## src/rtl/seq_mag_comparator.sv

```systemverilog
// seq_mag_comparator: time-multiplexed WIDTH-bit magnitude comparator.
// Walks the operands CHUNK bits per clock, MSB chunk first, and stops on the
// first differing chunk. Start/busy/done handshake; gt/eq/lt are held until
// the next completed compare.
// Build option: define SIGNED_CMP_EN to treat operands as two's complement.
module seq_mag_comparator #(
  parameter int unsigned WIDTH = 8,
  parameter int unsigned CHUNK = 2
) (
  input  logic             clk,
  input  logic             rst_n,
  input  logic             start,
  input  logic [WIDTH-1:0] a,
  input  logic [WIDTH-1:0] b,
  output logic             busy,
  output logic             done,
  output logic             gt,
  output logic             eq,
  output logic             lt
);

  localparam int unsigned NCHUNK = WIDTH / CHUNK;
  localparam int unsigned IDXW   = (NCHUNK > 1) ? $clog2(NCHUNK) : 1;

  localparam logic [0:0] S_IDLE = 1'b0;
  localparam logic [0:0] S_RUN  = 1'b1;

  localparam logic [IDXW-1:0] IDX_TOP = IDXW'(NCHUNK - 1);

  logic [0:0]       state_q, state_d;
  logic [WIDTH-1:0] a_q, a_d;
  logic [WIDTH-1:0] b_q, b_d;
  logic [IDXW-1:0]  idx_q, idx_d;
  logic             busy_q, busy_d;
  logic             done_q, done_d;
  logic             gt_q, gt_d;
  logic             eq_q, eq_d;
  logic             lt_q, lt_d;

  logic [CHUNK-1:0] chunk_a;
  logic [CHUNK-1:0] chunk_b;

  // Select the chunk under comparison from the latched operands.
  always_comb begin
    chunk_a = '0;
    chunk_b = '0;
    for (int unsigned i = 0; i < NCHUNK; i++) begin
      if (idx_q == IDXW'(i)) begin
        chunk_a = a_q[i*CHUNK +: CHUNK];
        chunk_b = b_q[i*CHUNK +: CHUNK];
      end
    end
`ifdef SIGNED_CMP_EN
    // Inverting the sign bit maps two's complement order onto unsigned order.
    if (idx_q == IDX_TOP) begin
      chunk_a[CHUNK-1] = ~chunk_a[CHUNK-1];
      chunk_b[CHUNK-1] = ~chunk_b[CHUNK-1];
    end
`endif
  end

  // Next-state logic for the IDLE/RUN controller and result registers.
  always_comb begin
    state_d = state_q;
    a_d     = a_q;
    b_d     = b_q;
    idx_d   = idx_q;
    busy_d  = busy_q;
    done_d  = 1'b0;
    gt_d    = gt_q;
    eq_d    = eq_q;
    lt_d    = lt_q;
    case (state_q)
      S_IDLE: begin
        if (start) begin
          a_d     = a;
          b_d     = b;
          idx_d   = IDX_TOP;
          busy_d  = 1'b1;
          state_d = S_RUN;
        end
      end
      S_RUN: begin
        if (chunk_a != chunk_b) begin
          gt_d    = (chunk_a > chunk_b);
          lt_d    = (chunk_a < chunk_b);
          eq_d    = 1'b0;
          done_d  = 1'b1;
          busy_d  = 1'b0;
          state_d = S_IDLE;
        end else if (idx_q == '0) begin
          gt_d    = 1'b0;
          lt_d    = 1'b0;
          eq_d    = 1'b1;
          done_d  = 1'b1;
          busy_d  = 1'b0;
          state_d = S_IDLE;
        end else begin
          idx_d = idx_q - IDXW'(1);
        end
      end
      default: begin
        state_d = S_IDLE;
        busy_d  = 1'b0;
      end
    endcase
  end

  // State and result registers with asynchronous active-low reset.
  always_ff @(posedge clk or negedge rst_n) begin
    if (!rst_n) begin
      state_q <= S_IDLE;
      a_q     <= '0;
      b_q     <= '0;
      idx_q   <= '0;
      busy_q  <= 1'b0;
      done_q  <= 1'b0;
      gt_q    <= 1'b0;
      eq_q    <= 1'b0;
      lt_q    <= 1'b0;
    end else begin
      state_q <= state_d;
      a_q     <= a_d;
      b_q     <= b_d;
      idx_q   <= idx_d;
      busy_q  <= busy_d;
      done_q  <= done_d;
      gt_q    <= gt_d;
      eq_q    <= eq_d;
      lt_q    <= lt_d;
    end
  end

  assign busy = busy_q;
  assign done = done_q;
  assign gt   = gt_q;
  assign eq   = eq_q;
  assign lt   = lt_q;

endmodule

```

## config.mk

```make
export PLATFORM = sky130hd
export DESIGN_NAME = seq_mag_comparator
export DESIGN_NICKNAME = d
export VERILOG_FILES = /design/src/rtl/seq_mag_comparator.sv
export SDC_FILE = /design/constraint.sdc
export NUM_CORES = 1
export LEC_CHECK = 0
export ABC_CLOCK_PERIOD_IN_PS = 5000
export BUFFER_PORTS_ARGS = -buffer_cell sky130_fd_sc_hd__buf_2
export CAP_MARGIN = 25
export CORE_UTILIZATION = 24
export CTS_BUF_LIST = sky130_fd_sc_hd__clkbuf_2 sky130_fd_sc_hd__clkbuf_4 sky130_fd_sc_hd__clkbuf_8
export DETAILED_ROUTE_END_ITERATION = 10
export GPL_TIMING_DRIVEN = 0
export PLACE_DENSITY = 0.46
export SETUP_SLACK_MARGIN = 0.05
export SLEW_MARGIN = 25
export SYNTH_ARGS = -nofsm -noshare
export SYNTH_HDL_FRONTEND = slang
export SYNTH_SLANG_ARGS = --single-unit
```

## constraint.sdc

```tcl
create_clock -name clk -period 5 [get_ports clk]
set_input_delay 0.5 -clock clk [delete_from_list [all_inputs] [get_ports clk]]
set_output_delay 0.5 -clock clk [all_outputs]
set_load 0.1 [all_outputs]
```

Yosys cells after proc, flatten, opt, wreduce, memory -nomap -nowiden --
Index checks and enable logic that the tools add are counted. Widths: inputs -> output; s select.
Word-level totals: register bits 24, bits of input ports 19, output and inout port bits 5
Cells by class: add/sub/neg operators 1, order comparisons 2, equal/unequal tests 8, multiplexer cells 27, bitwise gates (word level) 1, reduce and logical (&&, ||, !) cells 6
Operator list (count):
- $mux 2 | 11
- $mux 1 | 13
- $ne 2x2->1 const B | 3
- $reduce_and 2->1 | 3
- $eq 2x2->1 const B | 2
- $pmux 1 s2 | 2
- $pmux 2 s2 | 1
- $ne 3x1->1 const B | 1
- $reduce_and 3->1 | 1
- $eq 2x1->1 const B | 1
- $gt 2x2->1 | 1
- $logic_not 2->1 | 1
- $lt 2x2->1 | 1
- $ne 2x2->1 | 1
- $reduce_bool 2->1 | 1
- $sub 2x1->2 const B | 1
- $not 1->1 | 1

Logic depth before layout (Yosys ltp) --
word-level depth 8, depth in mapped cells 9

Least setup slack after synthesis --
No wires, ideal clock.
path kind reg-to-reg, start point register idx_q[0], end point register idx_q[1], setup time 0.123 ns, arrival 1.957 ns, required time 4.877 ns, setup slack 2.920 ns, cell stages (with the launch flop) 10, path buffers 0, cells stage by stage dfrtp_1 > inv_1 > ha_1 > nor2b_1 > a22oi_1 > a21o_1 > ha_1 > and4b_1 > or2_1 > a2bb2oi_1
On the way: longest elaborated chain between the ends 8
Ends and longest elaborated chain:
- from (decl) | RTL line 33 | logic [IDXW-1:0] idx_q, idx_d;
- from (signal assigned) | RTL line 125 | idx_q <= idx_d;
- $logic_not 2->1 | RTL line 48, 91
- $mux 2 (4 in series) | RTL line 48 | if (idx_q == IDXW'(i)) begin
- $ne 2x2->1 | RTL line 84 | if (chunk_a != chunk_b) begin
- $ne 2x2->1 (no source line)
- $reduce_and 3->1 (no source line)
Parallel ways exist; a longest one is shown, timed or not. The select of a mux whose other input is x is not followed. A chain may end at the register's enable or synchronous reset.

Worst setup path after layout --
start point register idx_q[0], end point register lt_q (netlist: lt)
On the way: longest elaborated chain between the ends 8
Ends and longest elaborated chain:
- $logic_not 2->1 | RTL line 48, 91
- $mux 2 (4 in series) | RTL line 48
- $ne 2x2->1 | RTL line 84
- $reduce_bool 2->1 (no source line)
- $reduce_and 2->1 (no source line)
- to (signal assigned) | RTL line 130 | lt_q <= lt_d;
- to (decl) | RTL line 38 | logic lt_q, lt_d;
Parallel ways exist; a longest one is shown, timed or not.

==> flow_summary.yaml <==
global_routing:
  track_usage_pct: 10.4
  antenna_found_initial: 0
  grt_max_degree: 25
  grt.overflow.total: 0
  grt_pass1_vias: 828
  grt_pass1_wl_mm: 4.04
worst_setup_path:
  crit_type: "reg2reg"
  crit_slowest_cell: "o21ai_0"
  arrival_ns: 2.65
  critPathCaptureType: "register"
  cp_common_cell: "ha_1"
  path_cells: "inv_1 -> ha_1 -> nor2b_1 -> a22oi_1 -> a21o_1 -> ha_1 -> nand2_1 -> o21ai_0 -> a32o_1"
  cp.required_ns: 5.21
  crit_fanout: 5
  cp-startpoint: "idx_q[0]"
  reg2reg_from: "idx_q[0]"
  crit_path_max_incr_delay_ns: 0.45
  cp-start-kind: "register"
route:
  avgViaCountPerCell: 4.43
  drc: 2
  drt_iter0_markers: 58
  wl_per_cell_um: 13.9
  antenna_left: 0
  wl_mm: 2.28
  first_pass_iters: 6
  num_vias: 726
power:
  p_sw_share_pct: 41.6
  intPower_mw: 0.603
  p_leak_nw: 0.664
  p_sw_mw: 0.429
  p_clk_share_pct: 16.6
  power_per_cell_area_nw_per_um2: 742
  p_comb_share_pct: 50.4
  power_frac_seq_pct: 33.0
  vdd_drop_max_mv: 0.185
synth:
  synth_nets: 110
  syn-instance-count: 85
  synth_seq_cells: 24
  netlist_top_cells_area: "dfrtp_1 (53%), mux2_4 (11%), mux2_2 (7.9%)"
  synth.distinct_cells: 25
  mappedNetlistArea_um2: 1140
  yosys.area.top_type: "dfrtp_1"
  synth_top_area_share_pct: 52.7
  yosysWarnings: 0
  yosysSeqAreaShare_pct: 52.7
  avgSynthCellArea_um2: 13.4
timing:
  clock_skew_ns: 0.00477
  slew_violations: 0
  finalSetupTns_ns: 0
  rsz0062_at_grt: "false"
  slew_headroom_pct: 62.8
  period_minus_slack_ns: 2.44
  fin_crit_sh_pct: 48.7
  worstMarginPinSlew_ns: 0.558
  setup_violations: 0
  max_freq_ghz: 0.411
  finalHoldViolCount: 0
clock_network:
  cts.sinks: 24
  clk_latency_ns: 0.27
  holdBufCountCts: 0
  h-tree-depth: 1
  path_clk_slew_ns: 0.09
  post-cts-setup-buffers: 0
  cts_root_buf: "clkbuf_8"
  clockBufferDepth: 2
  cts_resized: 0
  cts_buffers: 3
  cts_tree: "done"
layout:
  fin_nets: 138
  synthToLayoutAreaGrowth_pct: 22.1
  drive_above_1_share_pct: 41.1
  finish.instance_area_um2: 1390
  layout_commonest_cell: "dfrtp_1"
  final_cell_mix: "dfrtp_1 (24), buf_2 (23), mux2_4 (8), mux2_2 (8)"
  n_antenna_cell: 0
status:
  status: "finished with violations"
  violations: "design-rule violations"
place:
  port_buffers: 23
  dp.final_hpwl_mm: 1.70
  gp_congestion: 0.752
  placedInstanceArea_um2: 1320
die:
  coreArea_um2: 4440
  die-area_um2: 5020
  die_h_um: 70.9
  die_w_um: 70.9
  start_util_pct: 25.6
  rows: 24
  io_pins: 24
run:
  drv_cap: 0
hold_path:
  hp-class: "in2async"
[power groups by stage]
| stage | combinational [mW] | sequential [mW] | clock (mW) |
|---|---|---|---|
| 2_1_floorplan | 0.312 | 0.446 | 0 |
| 3_3_place_gp | 0.510 | 0.344 | 0 |
| 3_5_place_dp | 0.526 | 0.345 | 0 |
| 4_1_cts | 0.529 | 0.343 | 0.178 |
| 5_1_grt | 0.573 | 0.354 | 0.187 |
| 6_report | 0.521 | 0.341 | 0.171 |
[per-stage QoR]
stage | cells | power (mW) | hold slack [ns] | util [%] | worst slack, ns
finish | 164 | 1.03 | 0.211 | 31.3 | 2.56
global route | 164 | 1.11 | 0.248 | 31.3 | 2.31
CTS | 164 | 1.05 | 0.222 | 31.3 | 2.55
detailed placement | 160 | 0.870 | 0.469 | 29.7 | 2.58
global placement | 160 | 0.853 | 0.455 | 29.7 | 2.68
floorplan | 85 | 0.758 | 0.204 | - | 2.92
[Yosys cell counts]
cell type and n:
buf_12 1, nand3b_1 1, nor2_1 1, o211ai_1 2, ha_1 6, nand2_1 4
or2_1 1, o2bb2ai_1 1, inv_1 5, a2bb2oi_1 1, mux2_2 8, nand2b_1 1
o21ai_0 1, nor2b_2 1, nor2b_1 1, a32o_1 1, nor3_1 1, buf_6 1
a22oi_1 3, dfrtp_1 24, a21oi_1 6, a21o_1 2, o22ai_1 3, and4b_1 1
mux2_4 8
[state kept, by name, summed over array words and instances, names as in the netlist]
signal   flops
a_q          8
b_q          8
idx_q        2
busy         1
done         1
eq           1
gt           1
lt           1
state_q      1
[critical path: cells and delay by family, from the launching register on]
kind | cells | cell delay [ns]
adders and majority gates | 2 | 0.54
and+or+nand+nor | 2 | 0.34
AOI/OAI and AO/OA | 4 | 0.94
DFF | 1 | 0.43
buffers and inverters | 1 | 0.10
[cell families after synthesis]
group | count (synthesis) | synth area share [%]
mux | 16 | 18.5
buf+inv | 7 | 4.40
fa+ha+maj | 6 | 6.59
simple gates | 12 | 6.04
flops | 24 | 52.7
compound gates | 20 | 11.8
[area by class of cell]
cell class / instances / area [µm²]
Clock buffer: 3 / 41.3
Fill cell: 474 / 3050
Buffer: 2 / 31.3
Timing Repair Buffer: 23 / 115
Clock inverter: 1 / 30.0
Tap cell: 52 / 65.1
Multi-Input combinational cell: 54 / 488
Inverter: 5 / 18.8
Sequential cell: 24 / 601
[routing by layer]
layer | share of wire [%] | GRT usage [%] | vias to the layer above
met5 | 0 | 0 | -
met4 | 1.4 | 3.33 | 0
met3 | 6.2 | 3.56 | 4
met2 | 44 | 16.7 | 20
met1 | 49 | 13.3 | 343
li1 | - | - | 359
[path summary, 6_finish.rpt]
path | end | slack [ns] | cells after the start
worst max-delay path | lt | 2.56 | 9
worst min-delay path | b_q[6] | 0.21 | 1
worst max register to register | lt | 2.56 | 9
worst min register to register | busy | 0.48 | 1
max in group asynchronous | gt | 4.42 | 1
min in group clk | a_q[2] | 0.45 | 2
(Power assumes the default switching activity.)
